**config.mk**
```make
export PLATFORM = sky130hd
export DESIGN_NAME = pipeline_exec_ctrl_flat
export DESIGN_NICKNAME = d
export VERILOG_FILES = /design/src/rtl/pipeline_exec_ctrl_pkg.sv /design/src/rtl/pipeline_exec_ctrl_if.sv /design/src/rtl/pipeline_exec_ctrl_bp_compare.sv /design/src/rtl/pipeline_exec_ctrl.sv /design/src/flat_wrapper.sv
export SDC_FILE = /design/constraint.sdc
export NUM_CORES = 1
export LEC_CHECK = 0
export CAP_MARGIN = 20
export CORE_AREA = 2 2 64 66
export CTS_CLUSTER_SIZE = 40
export DETAILED_ROUTE_END_ITERATION = 8
export DIE_AREA = 0 0 66 68
export DONT_BUFFER_PORTS = 1
export PLACE_DENSITY = 0.8
export SYNTH_ARGS = -nofsm -noshare
export SYNTH_HDL_FRONTEND = slang
export SYNTH_HIERARCHICAL = 1
export SYNTH_SLANG_ARGS = --single-unit
```
**constraint.sdc**
```tcl
create_clock -name clock -period 3.2 [get_ports clock]
set_input_delay 0.32 -clock clock [delete_from_list [all_inputs] [get_ports clock]]
set_output_delay 0.32 -clock clock [all_outputs]
set_load 0.02 [all_outputs]
```
**src/rtl/pipeline_exec_ctrl_pkg.sv**
```systemverilog
// -----------------------------------------------------------------------------
// pipeline_ctrl_pkg
// Shared definitions for the pipeline execution controller:
//   - state_e        : controller state encoding
//   - CMD_*          : debug-unit command codes (other codes behave as NOP)
//   - cause_e        : halt-cause codes reported on halt_cause_o
//   - HALT_OPCODE_DEFAULT : opcode field value that marks program end
//   - bp_idx_width() : width of a breakpoint slot index (at least one bit)
// -----------------------------------------------------------------------------
package pipeline_ctrl_pkg;

  typedef enum logic [2:0] {
    ST_IDLE  = 3'd0,
    ST_RUN   = 3'd1,
    ST_STEP  = 3'd2,
    ST_DRAIN = 3'd3,
    ST_DONE  = 3'd4
  } state_e;

  localparam logic [2:0] CMD_NOP   = 3'd0;
  localparam logic [2:0] CMD_RUN   = 3'd1;
  localparam logic [2:0] CMD_STEP  = 3'd2;
  localparam logic [2:0] CMD_PAUSE = 3'd3;
  localparam logic [2:0] CMD_CLEAR = 3'd4;

  typedef enum logic [1:0] {
    CAUSE_NONE    = 2'd0,
    CAUSE_PAUSE   = 2'd1,
    CAUSE_BREAK   = 2'd2,
    CAUSE_HALT_OP = 2'd3
  } cause_e;

  localparam logic [5:0] HALT_OPCODE_DEFAULT = 6'b111111;

  function automatic int bp_idx_width(input int n_bp);
    return (n_bp > 1) ? $clog2(n_bp) : 1;
  endfunction

endpackage

```
**src/rtl/pipeline_exec_ctrl_if.sv**
```systemverilog
// -----------------------------------------------------------------------------
// pipeline_exec_ctrl_if
// Command handshake and breakpoint-write bus between debug_unit (master) and
// pipeline_exec_ctrl (slave).
//   cmd_valid_i / cmd_i / cmd_ready_o : command channel, accepted on valid&&ready
//   bp_wr_i / bp_idx_i / bp_addr_i / bp_en_i : breakpoint slot write port
// Parameters: NB_PC (PC width), NB_BP_IDX (slot index width).
// -----------------------------------------------------------------------------
interface pipeline_exec_ctrl_if #(
  parameter int NB_PC     = 7,
  parameter int NB_BP_IDX = 1
);
  logic                 cmd_valid_i;
  logic [2:0]           cmd_i;
  logic                 cmd_ready_o;
  logic                 bp_wr_i;
  logic [NB_BP_IDX-1:0] bp_idx_i;
  logic [NB_PC-1:0]     bp_addr_i;
  logic                 bp_en_i;

  modport master (
    output cmd_valid_i, cmd_i, bp_wr_i, bp_idx_i, bp_addr_i, bp_en_i,
    input  cmd_ready_o
  );

  modport slave (
    input  cmd_valid_i, cmd_i, bp_wr_i, bp_idx_i, bp_addr_i, bp_en_i,
    output cmd_ready_o
  );
endinterface

```
**src/rtl/pipeline_exec_ctrl_bp_compare.sv**
```systemverilog
// -----------------------------------------------------------------------------
// bp_compare
// N_BP breakpoint slots (address + enable) with a write port and a parallel
// comparator against the current fetch PC. Only built when
// PIPE_CTRL_BREAKPOINT_EN is defined (instantiated from pipeline_exec_ctrl).
// Ports:
//   clock, reset     : clock, async active-high reset (slots cleared/disabled)
//   wr_i, idx_i      : write strobe and slot index (out-of-range idx ignored)
//   addr_i, en_i     : address and enable stored into the slot
//   pc_i             : fetch PC to compare
//   match_o[N_BP]    : per-slot hit (slot enabled and address equal)
// -----------------------------------------------------------------------------
module bp_compare #(
  parameter int NB_PC  = 7,
  parameter int N_BP   = 2,
  parameter int NB_IDX = 1
) (
  input  logic              clock,
  input  logic              reset,
  input  logic              wr_i,
  input  logic [NB_IDX-1:0] idx_i,
  input  logic [NB_PC-1:0]  addr_i,
  input  logic              en_i,
  input  logic [NB_PC-1:0]  pc_i,
  output logic [N_BP-1:0]   match_o
);

  logic [NB_PC-1:0] r_addr [N_BP];
  logic [N_BP-1:0]  r_en;

  always_ff @(posedge clock or posedge reset) begin
    if (reset) begin
      for (int i = 0; i < N_BP; i++) begin
        r_addr[i] <= '0;
        r_en[i]   <= 1'b0;
      end
    end else if (wr_i) begin
      for (int i = 0; i < N_BP; i++) begin
        if (idx_i == NB_IDX'(i)) begin
          r_addr[i] <= addr_i;
          r_en[i]   <= en_i;
        end
      end
    end
  end

  always_comb begin
    match_o = '0;
    for (int i = 0; i < N_BP; i++) begin
      match_o[i] = r_en[i] && (r_addr[i] == pc_i);
    end
  end

endmodule

```
**src/rtl/pipeline_exec_ctrl.sv**
```systemverilog
// -----------------------------------------------------------------------------
// pipeline_exec_ctrl
// Command-driven run/step/halt engine producing the global pipeline stage
// enable. Detects the HALT opcode and drains the pipeline for N_STAGES-1
// cycles, optionally stops on PC breakpoints, counts enabled cycles
// (saturating) and reports why execution last stopped.
// Optional feature macro: PIPE_CTRL_BREAKPOINT_EN (breakpoint slots,
// comparators and the resume skip flag; without it bp_* and pc_fetch_i are
// ignored and BREAK never occurs).
// Ports:
//   clock, reset       : system clock, async active-high reset
//   bus (slave)        : command handshake + breakpoint write port
//   pc_fetch_i         : current fetch PC
//   instr_fetch_i      : instruction at pc_fetch_i (opcode in top 6 bits)
//   en_pipeline_o      : registered global stage enable
//   halted_o           : controller is in DONE
//   halt_cause_o       : 0 NONE, 1 PAUSE, 2 BREAK, 3 HALT_OP
//   cycle_count_o      : enabled cycles since last CLEAR (saturating)
//   done_o             : one-cycle pulse on entering DONE
// -----------------------------------------------------------------------------
module pipeline_exec_ctrl
  import pipeline_ctrl_pkg::*;
#(
  parameter int         NB_PC       = 7,
  parameter int         NB_DATA     = 32,
  parameter int         N_STAGES    = 5,
  parameter int         NB_CYCLES   = 32,
  parameter int         N_BP        = 2,
  parameter logic [5:0] HALT_OPCODE = HALT_OPCODE_DEFAULT
) (
  input  logic                 clock,
  input  logic                 reset,
  pipeline_exec_ctrl_if.slave  bus,
  input  logic [NB_PC-1:0]     pc_fetch_i,
  input  logic [NB_DATA-1:0]   instr_fetch_i,
  output logic                 en_pipeline_o,
  output logic                 halted_o,
  output logic [1:0]           halt_cause_o,
  output logic [NB_CYCLES-1:0] cycle_count_o,
  output logic                 done_o
);

  localparam int DRAIN_LEN = (N_STAGES > 1) ? N_STAGES - 1 : 1;
  localparam int NB_DRAIN  = $clog2(DRAIN_LEN + 1);

  state_e               r_state, w_next;
  cause_e               r_cause, w_cause_nxt;
  logic [NB_DRAIN-1:0]  r_drain_cnt;
  logic [NB_CYCLES-1:0] r_count;
  logic                 r_en, r_done, r_halted;
  logic                 w_ready, w_accept, w_halt_op, w_bp_hit;
  logic                 w_clear, w_skip_set, w_en_nxt;
  logic                 w_unused_instr;

  assign w_ready   = (r_state == ST_IDLE) || (r_state == ST_RUN) || (r_state == ST_DONE);
  assign w_accept  = bus.cmd_valid_i && w_ready;
  assign w_halt_op = (instr_fetch_i[NB_DATA-1 -: 6] == HALT_OPCODE);
  assign w_unused_instr = ^instr_fetch_i[NB_DATA-7:0];

`ifdef PIPE_CTRL_BREAKPOINT_EN
  localparam int NB_BP_IDX = bp_idx_width(N_BP);

  logic [N_BP-1:0] w_bp_match;
  logic            r_skip;

  bp_compare #(
    .NB_PC  (NB_PC),
    .N_BP   (N_BP),
    .NB_IDX (NB_BP_IDX)
  ) u_bp_compare (
    .clock   (clock),
    .reset   (reset),
    .wr_i    (bus.bp_wr_i),
    .idx_i   (bus.bp_idx_i),
    .addr_i  (bus.bp_addr_i),
    .en_i    (bus.bp_en_i),
    .pc_i    (pc_fetch_i),
    .match_o (w_bp_match)
  );

  // Set when stopping on a breakpoint; dropped after the next enabled cycle,
  // so a resumed RUN does not re-trigger on the PC it stopped at.
  always_ff @(posedge clock or posedge reset) begin
    if (reset)           r_skip <= 1'b0;
    else if (w_skip_set) r_skip <= 1'b1;
    else if (r_en)       r_skip <= 1'b0;
  end

  assign w_bp_hit = (|w_bp_match) && !r_skip;
`else
  logic w_unused_bp;
  assign w_unused_bp = ^{pc_fetch_i, bus.bp_wr_i, bus.bp_idx_i, bus.bp_addr_i, bus.bp_en_i};
  assign w_bp_hit    = 1'b0;
`endif

  always_comb begin
    w_next      = r_state;
    w_cause_nxt = r_cause;
    w_clear     = 1'b0;
    w_skip_set  = 1'b0;
    case (r_state)
      ST_IDLE: begin
        if (w_accept) begin
          case (bus.cmd_i)
            CMD_RUN:   w_next = ST_RUN;
            CMD_STEP:  w_next = ST_STEP;
            CMD_CLEAR: w_clear = 1'b1;
            default:   ;
          endcase
        end
      end
      ST_RUN: begin
        // HALT opcode beats PAUSE beats BREAK.
        if (w_halt_op) begin
          w_next = ST_DRAIN;
        end else if (w_accept && (bus.cmd_i == CMD_PAUSE)) begin
          w_next      = ST_IDLE;
          w_cause_nxt = CAUSE_PAUSE;
        end else if (w_bp_hit) begin
          w_next      = ST_IDLE;
          w_cause_nxt = CAUSE_BREAK;
          w_skip_set  = 1'b1;
        end
      end
      ST_STEP: begin
        w_next = w_halt_op ? ST_DRAIN : ST_IDLE;
      end
      ST_DRAIN: begin
        if (r_drain_cnt <= NB_DRAIN'(1)) begin
          w_next      = ST_DONE;
          w_cause_nxt = CAUSE_HALT_OP;
        end
      end
      ST_DONE: begin
        if (w_accept && (bus.cmd_i == CMD_CLEAR)) begin
          w_next  = ST_IDLE;
          w_clear = 1'b1;
        end
      end
      default: w_next = ST_IDLE;
    endcase
    if (w_clear) w_cause_nxt = CAUSE_NONE;
  end

  assign w_en_nxt = (w_next == ST_RUN) || (w_next == ST_STEP) || (w_next == ST_DRAIN);

  always_ff @(posedge clock or posedge reset) begin
    if (reset) begin
      r_state     <= ST_IDLE;
      r_cause     <= CAUSE_NONE;
      r_en        <= 1'b0;
      r_done      <= 1'b0;
      r_halted    <= 1'b0;
      r_drain_cnt <= '0;
      r_count     <= '0;
    end else begin
      r_state  <= w_next;
      r_cause  <= w_cause_nxt;
      r_en     <= w_en_nxt;
      r_halted <= (w_next == ST_DONE);
      r_done   <= (w_next == ST_DONE) && (r_state != ST_DONE);

      if ((r_state != ST_DRAIN) && (w_next == ST_DRAIN))
        r_drain_cnt <= NB_DRAIN'(DRAIN_LEN);
      else if (r_state == ST_DRAIN)
        r_drain_cnt <= r_drain_cnt - NB_DRAIN'(1);

      // Counter only moves while enabled and CLEAR is only taken while not,
      // so the two never collide.
      if (w_clear)
        r_count <= '0;
      else if (r_en && (r_count != '1))
        r_count <= r_count + NB_CYCLES'(1);
    end
  end

  assign bus.cmd_ready_o = w_ready;
  assign en_pipeline_o   = r_en;
  assign halted_o        = r_halted;
  assign halt_cause_o    = r_cause;
  assign cycle_count_o   = r_count;
  assign done_o          = r_done;

endmodule

```
**src/flat_wrapper.sv**
```systemverilog
// flat-port wrapper written by rule: the top's interface ports become plain ports
module pipeline_exec_ctrl_flat import pipeline_ctrl_pkg::*;
#(
  parameter int         NB_PC       = 7,
  parameter int         NB_DATA     = 32,
  parameter int         N_STAGES    = 5,
  parameter int         NB_CYCLES   = 32,
  parameter int         N_BP        = 2,
  parameter logic [5:0] HALT_OPCODE = HALT_OPCODE_DEFAULT
)
  (clock, reset, pc_fetch_i, instr_fetch_i, en_pipeline_o, halted_o, halt_cause_o, cycle_count_o, done_o, bus_cmd_valid_i, bus_cmd_i, bus_bp_wr_i, bus_bp_idx_i, bus_bp_addr_i, bus_bp_en_i, bus_cmd_ready_o);
  pipeline_exec_ctrl_if #(.NB_PC(NB_PC), .NB_BP_IDX((1))) bus_i ();
  input  logic clock;
  input  logic reset;
  input  logic [NB_PC-1:0] pc_fetch_i;
  input  logic [NB_DATA-1:0] instr_fetch_i;
  output logic en_pipeline_o;
  output logic halted_o;
  output logic [1:0] halt_cause_o;
  output logic [NB_CYCLES-1:0] cycle_count_o;
  output logic done_o;
  input wire logic [$bits(bus_i.cmd_valid_i)-1:0] bus_cmd_valid_i;
  input wire logic [$bits(bus_i.cmd_i)-1:0] bus_cmd_i;
  input wire logic [$bits(bus_i.bp_wr_i)-1:0] bus_bp_wr_i;
  input wire logic [$bits(bus_i.bp_idx_i)-1:0] bus_bp_idx_i;
  input wire logic [$bits(bus_i.bp_addr_i)-1:0] bus_bp_addr_i;
  input wire logic [$bits(bus_i.bp_en_i)-1:0] bus_bp_en_i;
  output wire logic [$bits(bus_i.cmd_ready_o)-1:0] bus_cmd_ready_o;
  assign bus_i.cmd_valid_i = bus_cmd_valid_i;
  assign bus_i.cmd_i = bus_cmd_i;
  assign bus_i.bp_wr_i = bus_bp_wr_i;
  assign bus_i.bp_idx_i = bus_bp_idx_i;
  assign bus_i.bp_addr_i = bus_bp_addr_i;
  assign bus_i.bp_en_i = bus_bp_en_i;
  assign bus_cmd_ready_o = bus_i.cmd_ready_o;
  pipeline_exec_ctrl #(.NB_PC(NB_PC), .NB_DATA(NB_DATA), .N_STAGES(N_STAGES), .NB_CYCLES(NB_CYCLES), .N_BP(N_BP), .HALT_OPCODE(HALT_OPCODE)) u_core (.clock(clock), .reset(reset), .bus(bus_i), .pc_fetch_i(pc_fetch_i), .instr_fetch_i(instr_fetch_i), .en_pipeline_o(en_pipeline_o), .halted_o(halted_o), .halt_cause_o(halt_cause_o), .cycle_count_o(cycle_count_o), .done_o(done_o));
endmodule
```
==> reports/metrics.csv, run 1 <==
stage,metric,value,unit
clock_tree,cts_repair_resize_count,0,
worst_hold_path,min_path_type,in -> async,
placed_design,io_buffers,0,
route,drcViolationCount,0,
power_and_ir_drop,p_comb_frac,0.187,
timing,max_slew_margin,0.425,
run_status,outcome,"complete, no violations",
route,drt_pre_antenna_iters,4,
critical_path,worstSetupEndpointType,register,
floorplanning,die_area,4490,sq um
clock_tree,tritoncts.num_buffers,5,
global_routing,grt_max_degree,44,
critical_path,crit_family,simple AND/OR/NAND/NOR gates,
synthesis,yosysUniqueCellTypes,45,
critical_path,path_cells,ha_1 -> nand4_1 -> nor4_1 -> and3_1 -> o21ai_0 -> a21oi_1,
power_and_ir_drop,switching_share,0.388,
global_routing,use_met1,0.275,
final_layout,drive_gt1_frac,0.0980,
power_and_ir_drop,power.leakage,0.00106,uW
floorplanning,start_util,0.618,
global_routing,grt_usage,0.237,
floorplanning,fp.dieH,68,microns
route,viasPerCell,6.35,
timing,rsz0062_at_grt,false,
clock_tree,insertion_delay,0.29,ns
power_and_ir_drop,sequentialPowerShare,0.589,
critical_path,cp_max_fo,10,
global_routing,grt-ovfl-total,0,
power_and_ir_drop,switching_power,642,uW
route,antenna_left,0,
critical_path,rrSetupSlack,0.68,ns
run,cap_violations,0,
synthesis,syn_inst,257,
floorplanning,fp.dieW,66,microns
timing,fin_skew,0.00405,ns
synthesis,ys_seq_area_frac,0.452,
final_layout,fin_nets,312,
placed_design,hpwlAfterDp,3.51,mm
power_and_ir_drop,p_per_area,657,nW/um^2
critical_path,critPathArrivalTime,2.75,ns
route,drt_iter0_markers,106,
final_layout,area_growth,5.67,%
global_routing,grt_pass1_vias,1715,
synthesis,netlist_area,2380,sq um
synthesis,avgSynthCellArea,9.27,sq um
power_and_ir_drop,p_int,1010,uW
floorplanning,placeableCoreArea,3860,sq um
floorplanning,fp-row-count,23,
clock_tree,clk_path_buf_depth,2,
timing,post-route-period-util,0.789,
timing,setup_viol,0,
critical_path,crit_required,3.42,ns
route,via_count,1936,
synthesis,synth_warnings,6,
global_routing,grt_first_pass_wirelength,7.99,mm
synthesis,synth_nets,315,
critical_path,worst-setup-path-type,reg -> reg,
global_routing,grtUsageMet2,0.417,
power_and_ir_drop,clkPwrFrac,0.224,
global_routing,gr-usage-met3,0.0806,
timing,hold_violations,0,
critical_path,crit_path_top_delay_cell,nor4_1,
timing,whs,0.0311,ns
clock_tree,cts_tree,built,
global_routing,globalRoute.busiestLayer,met2,
power_and_ir_drop,vdd_drop_max,0.415,mV
floorplanning,ios,93,
route,drt-wirelength-per-cell,16.2,microns
timing,layout_min_cycle_time,2.52,ns
timing,fmax,0.396,GHz
clock_tree,root_buffer,clkbuf_8,
critical_path,cp-start-kind,register,
clock_tree,ctsHtreeMaxLevel,2,
clock_tree,clk_pin_slew,0.08,ns
final_layout,antennaDiodeCount,0,
clock_tree,holdBufCountCts,0,
global_routing,grt_antenna_before_repair,0,
placed_design,place.gp.congestion,0.807,
critical_path,max_stage_delay,0.74,ns
timing,setup_tns,0,ns
critical_path,critPathBufInv,0,
clock_tree,post_cts_buffers,0,
timing,slew_violations,0,
clock_tree,clkSinkCount,43,
synthesis,ys_seq_elements,43,
timing,tightest_slew,0.855,ns
route,wl,4.93,mm
## state kept, by name, indices dropped and copies added (netlist names)
| register | count |
|---|---|
| u_core/r_state | 3 |
| u_core/en_pipeline_o | 1 |
| u_core/cycle_count_o | 32 |
| u_core/halted_o | 1 |
| u_core/halt_cause_o | 2 |
| u_core/done_o | 1 |
| u_core/r_drain_cnt | 3 |
## area by class of cell
type                    instances  area (sq um)
multi-input cells             191          1210
flip-flops and latches         43          1080
inverters                       9          33.8
well taps                      50          62.6
clock buffers                   8           100
fillers                       337          1340
repair buffers                  4          30.0
## per-layer routing
metal / share of wire / up-vias / wire length, microns
met5: 0 / - / 0
met4: 0.014 / 0 / 68
met3: 0.065 / 6 / 320
met2: 0.49 / 54 / 2430
met1: 0.43 / 933 / 2110
li1: - / 943 / -
## final timing paths
check | end | startpoint | cells past startpoint
min in group clock | u_core/r_state[1]$_DFF_PP0_ | bus_cmd_i[1] | 1
min | u_core/cycle_count_o[4]$_DFFE_PP0P_ | reset | 2
min reg2reg | u_core/r_drain_cnt[2]$_DFFE_PP0P_ | u_core/r_drain_cnt[2]$_DFFE_PP0P_ | 1
max in group asynchronous | u_core/cycle_count_o[15]$_DFFE_PP0P_ | reset | 2
max | u_core/cycle_count_o[6]$_DFFE_PP0P_ | u_core/cycle_count_o[1]$_DFFE_PP0P_ | 6
max reg2reg | u_core/cycle_count_o[6]$_DFFE_PP0P_ | u_core/cycle_count_o[1]$_DFFE_PP0P_ | 6
## power by group through the flow
stage | Clock (uW) | Combinational, uW | Sequential [uW]
finish | 371 | 310 | 974
CTS | 383 | 311 | 975
global route | 399 | 360 | 1000
detailed placement | 0 | 312 | 983
global placement | 0 | 298 | 978
floorplan | 0 | 287 | 914
## per-stage QoR
step | instances | power (uW) | setup WS (ns) | utilization | instance area, sq um
after floorplan | 257 | 1200 | 1.02 | - | 2380
after global placement | 297 | 1280 | 0.750 | 0.627 | 2420
after detailed placement | 297 | 1290 | 0.715 | 0.627 | 2420
after CTS | 305 | 1670 | 0.687 | 0.653 | 2520
after global routing | 305 | 1760 | 0.467 | 0.653 | 2520
final | 305 | 1650 | 0.675 | 0.653 | 2520
## kinds of logic (layout without fill, tap and decap cells)
kind of cell	after synthesis	in the layout	synth area share
AOI/OAI and AO/OA	63	63	0.166
and+or+nand+nor	109	109	0.265
buffers and inverters	23	21	0.0404
muxes	3	3	0.0126
xor gates and xnor gates	13	13	0.0478
adders and majority gates	3	3	0.0158
DFF	43	43	0.452
## worst reg2reg max path, cell delays in order, from the launching register on
cell     delay, ns
dfrtp_1       0.53
ha_1          0.32
nand4_1       0.13
nor4_1        0.74
and3_1        0.45
o21ai_0       0.14
a21oi_1       0.14
## Yosys cell counts, drive strengths merged
cell | number | share of area
dfrtp | 43 | 0.45
nor2 | 21 | 0.033
a21oi | 19 | 0.040
nand2 | 18 | 0.028
o21ai | 13 | 0.027
xnor2 | 13 | 0.048
nand4 | 12 | 0.038
clkbuf | 9 | 0.014
inv | 9 | 0.014
a211oi | 8 | 0.025
nand3 | 8 | 0.019
a31oi | 7 | 0.018
or3 | 7 | 0.018
a31o | 6 | 0.022
and3 | 6 | 0.016
and4 | 6 | 0.023
or4 | 6 | 0.019
buf | 5 | 0.012
nor3 | 5 | 0.011
and2 | 4 | 0.011
nand3b | 4 | 0.013
ha | 3 | 0.016
mux2i | 3 | 0.013
nor4 | 3 | 0.0079
o31ai | 3 | 0.0095
nand2b | 2 | 0.0053
nor2b | 2 | 0.0053
a21o | 1 | 0.0032
a41o | 1 | 0.0042
a41oi | 1 | 0.0037
and3b | 1 | 0.0037
nand4bb | 1 | 0.0047
nor4b | 1 | 0.0037
o211ai | 1 | 0.0032
o21a | 1 | 0.0032
o21ba | 1 | 0.0042
o22ai | 1 | 0.0026
or2 | 1 | 0.0026
or3b | 1 | 0.0037
## placed cells by master (no fill, tap or decap), types with 2 or more instances in the layout
cell type  synthesis  layout
a211oi_1           8       8
a21oi_1           19      19
a31o_2             6       6
a31oi_1            7       7
and2_1             4       4
and3_1             5       5
and4_1             5       5
buf_4              2       4
clkbuf_8           0       7
dfrtp_1           43      43
ha_1               3       3
inv_1              9       8
mux2i_1            3       3
nand2_1           18      18
nand2b_1           2       2
nand3_1            7       7
nand3b_1           4       4
nand4_1           11      11
nor2_1            21      21
nor2b_1            2       2
nor3_1             5       4
nor4_1             3       3
o21ai_0           13      13
o31ai_1            3       3
or3_1              7       7
or4_1              6       6
xnor2_1           13      13
No activity file was read; power rests on OpenSTA's default activity.
==> run 2: changes to the inputs <==
Settings changed: ABC_AREA set to 1, CORE_AREA 2 2 64 66 to 2 2 76 78, DIE_AREA 0 0 66 68 to 0 0 78 80, PLACE_DENSITY 0.8 to 0.76.
Clock period 3.2 ns to 2.1 ns, I/O delays scaled along.
==> reports/metrics.csv, run 2 <==
stage,metric,value,unit,change
route,drt_iter0_markers,128,,+21%
clock_tree,cts_tree,built,,
floorplanning,placeableCoreArea,5410,sq um,+40%
synthesis,synthXorXnorAreaFrac,0.0341,,-0.0136
run_status,outcome,"complete, no violations",,
timing,max_slew_margin,0.624,,+0.199
final_layout,final_util,0.635,,-0.0181
critical_path,critPathArrivalTime,2.11,ns,-0.64 ns
timing,layout_min_cycle_time,1.88,ns,-0.649 ns
timing,slew_violations,0,,unchanged
timing,setup_viol,0,,unchanged
critical_path,cp-start-kind,register,,
clock_tree,ctsHtreeMaxLevel,2,,unchanged
synthesis,yosysTopAreaCell,dfrtp_1,,
timing,tightest_slew,0.564,ns,-0.291 ns
critical_path,worst-setup-path-type,reg -> reg,,
synthesis,synth_adder_area_share,0.0122,,-0.00356
global_routing,grt-ovfl-total,0,,unchanged
synthesis,async_reset_ff_frac,1.00,,unchanged
final_layout,drive_gt1_frac,0.149,,+0.0510
final_layout,largest_reg_flops,32,,unchanged
synthesis,synth_warnings,6,,unchanged
power_and_ir_drop,sequentialPowerShare,0.418,,-0.171
final_layout,final_common_cell,nand2_1,,
final_layout,antennaDiodeCount,0,,unchanged
critical_path,timing.rr.start,u_core/cycle_count_o[4]$_DFFE_PP0P_,,
placed_design,io_buffers,0,,unchanged
clock_tree,tritoncts.num_buffers,5,,unchanged
final_layout,layout_common_cells,"nand2_1, nand3_1, nor2_1",,
synthesis,synthTopCellsByArea,"dfrtp_1, nand2_1, nand3_1",,
timing,setup_tns,0,ns,unchanged
timing,hold_violations,0,,unchanged
power_and_ir_drop,p_per_area,765,nW/um^2,+16%
route,via_count,3005,,+55%
critical_path,ff2ff_path_depth,9,,+3
critical_path,critPathCapture,u_core/cycle_count_o[13]$_DFFE_PP0P_,,
synthesis,synth_nets,514,,+63%
timing,fmax,0.533,GHz,+35%
timing,fin_skew,0.00482,ns,+0.000767 ns
synthesis,yosysTopAreaCellShare,0.350,,-0.102
floorplanning,fp.dieW,78,microns,+18%
clock_tree,holdBufCountCts,1,,+1
synthesis,synth_edf_count,0,,unchanged
global_routing,grt_pass1_vias,2825,,+65%
clock_tree,post_cts_buffers,0,,unchanged
synthesis,yosysUniqueCellTypes,24,,-47%
floorplanning,ios,93,,unchanged
clock_tree,root_buffer,clkbuf_8,,
floorplanning,fp.dieH,80,microns,+18%
global_routing,grt_antenna_before_repair,0,,unchanged
clock_tree,clk_path_buf_depth,2,,unchanged
global_routing,grt_max_degree,65,,+48%
clock_tree,cts_repair_resize_count,0,,unchanged
synthesis,synthSimpleGateAreaFrac,0.499,,+0.234
route,viasPerCell,5.41,,-15%
critical_path,cp_max_fo,19,,+9
power_and_ir_drop,power.leakage,0.00161,uW,+52%
synthesis,ys.flop_type,dfrtp_1,,
power_and_ir_drop,p_int,1560,uW,+54%
power_and_ir_drop,switching_share,0.407,,+0.0185
synthesis,synth.area.mux_share,0,,-0.0126
route,drt_pre_antenna_iters,5,,+1
route,wl,7.68,mm,+56%
critical_path,rrSetupSlack,0.22,ns,-0.45 ns
power_and_ir_drop,p_comb_frac,0.345,,+0.158
synthesis,ys_seq_elements,43,,unchanged
route,antenna_left,0,,unchanged
floorplanning,die_area,6240,sq um,+39%
worst_hold_path,min_path_type,in -> reg,,
power_and_ir_drop,clkPwrFrac,0.237,,+0.013
critical_path,reg2reg_to,u_core/cycle_count_o[13]$_DFFE_PP0P_,,
floorplanning,start_util,0.569,,-0.0483
final_layout,fin_nets,541,,+73%
clock_tree,clk_pin_slew,0.07,ns,about the same
final_layout,area_growth,11.5,%,
synthesis,avgSynthCellArea,6.75,sq um,-27%
route,drt-wirelength-per-cell,13.8,microns,-14%
clock_tree,insertion_delay,0.30,ns,about the same
route,drcViolationCount,0,,unchanged
global_routing,grt_first_pass_wirelength,13.0,mm,+62%
power_and_ir_drop,vdd_drop_max,0.632,mV,+52%
placed_design,place.gp.congestion,0.898,,+11%
floorplanning,fp-row-count,27,,+17%
timing,rsz0062_at_grt,false,,
clock_tree,clkSinkCount,43,,unchanged
synthesis,syn_inst,456,,+77%
synthesis,yosysMostFrequentCell,nand2_1,,
power_and_ir_drop,switching_power,1070,uW,+66%
synthesis,synth-compound-area-share,0.0159,,-0.151
synthesis,netlist_area,3080,sq um,+29%
critical_path,crit_required,2.34,ns,-1.08 ns
global_routing,grt_usage,0.267,,+0.0295
critical_path,cp-startpoint,u_core/cycle_count_o[4]$_DFFE_PP0P_,,
critical_path,worstSetupEndpointType,register,,
synthesis,yosys-top-cells-count,"nand2_1, nand3_1, nor2_1, dfrtp_1, inv_1",,
synthesis,synth_top_family_by_area,simple AND/OR/NAND/NOR gates,,
synthesis,ys_seq_area_frac,0.350,,-0.102
run,cap_violations,0,,unchanged
placed_design,hpwlAfterDp,5.58,mm,+59%
timing,post-route-period-util,0.893,,+0.104
## run 2: cell count changes after synthesis, moves of 8 or more
cell | before | now
a211oi_1 | 8 | 0
a21oi_1 | 19 | 0
clkbuf_1 | 9 | 0
inv_1 | 9 | 43
nand2_1 | 18 | 163
nand3_1 | 7 | 69
nand3_2 | 1 | 21
nor2_1 | 21 | 59
## run 2: cells by family (layout without fill, tap and decap cells)
family	after synthesis	after routing
AOI/OAI and AO/OA	9	9
xor gates and xnor gates	12	12
adders and majority gates	3	3
buffers and inverters	58	85
DFF	43	43
and+or+nand+nor	331	331
## run 2: layer usage
layer  vias up  wire length, microns  GRT usage
li1       1488                     -          -
met1      1403                  3280      0.342
met2       105                  3610      0.432
met3         9                   672     0.0803
met4         0                   118     0.0895
met5         -                     0          0
## run 2: metrics by stage
step | std cells | total power, uW | hold WS, ns | area (sq um) | worst slack [ns]
after detailed placement | 547 | 2020 | 0.271 | 3320 | 0.260
final | 555 | 2620 | 0.143 | 3430 | 0.224
after CTS | 555 | 2650 | 0.133 | 3430 | 0.222
after global placement | 547 | 1980 | 0.266 | 3320 | 0.295
after global routing | 555 | 2810 | 0.136 | 3430 | 0.0375
after floorplan | 456 | 1870 | 0.411 | 3080 | 0.283
## run 2: power groups by stage
| stage | registers [uW] | logic, uW | clock network (uW) |
|---|---|---|---|
| 2_1_floorplan | 1140 | 728 | 0 |
| 6_report | 1100 | 904 | 622 |
| 3_3_place_gp | 1110 | 873 | 0 |
| 3_5_place_dp | 1110 | 903 | 0 |
| 4_1_cts | 1100 | 907 | 643 |
| 5_1_grt | 1110 | 1020 | 677 |
## run 2: worst min path at each step
stage | startpoint | endpoint | slack, ns | depth (start not counted)
3_3_place_gp | reset | u_core/cycle_count_o[9]$_DFFE_PP0P_ | 0.27 | 2
2_1_floorplan | bus_cmd_i[0] | u_core/r_state[0]$_DFF_PP0_ | 0.41 | 2
6_report | bus_cmd_i[0] | u_core/r_state[0]$_DFF_PP0_ | 0.14 | 2
4_1_cts | bus_cmd_i[0] | u_core/r_state[0]$_DFF_PP0_ | 0.13 | 2
3_5_place_dp | reset | u_core/cycle_count_o[9]$_DFFE_PP0P_ | 0.27 | 2
5_1_grt | bus_cmd_i[0] | u_core/r_state[0]$_DFF_PP0_ | 0.14 | 2
## run 2: worst max-delay path, stage by stage, from the launching register on
cell and delay [ns]:
dfrtp_1 0.54, nand2_1 0.17, nor2_4 0.15, nand2_4 0.09
nor2_4 0.12, nand2_2 0.07, nand2_4 0.17, buf_4 0.27
nand3_1 0.13, nand2_1 0.10
## run 2: final cells by class
type                    count  area [sq um]
fillers                   521          1970
multi-input cells         355          1730
flip-flops and latches     43          1080
repair buffers             33           263
inverters                  45           171
well taps                  72          90.1
clock buffers               6          72.6
clock inverters             1          30.0
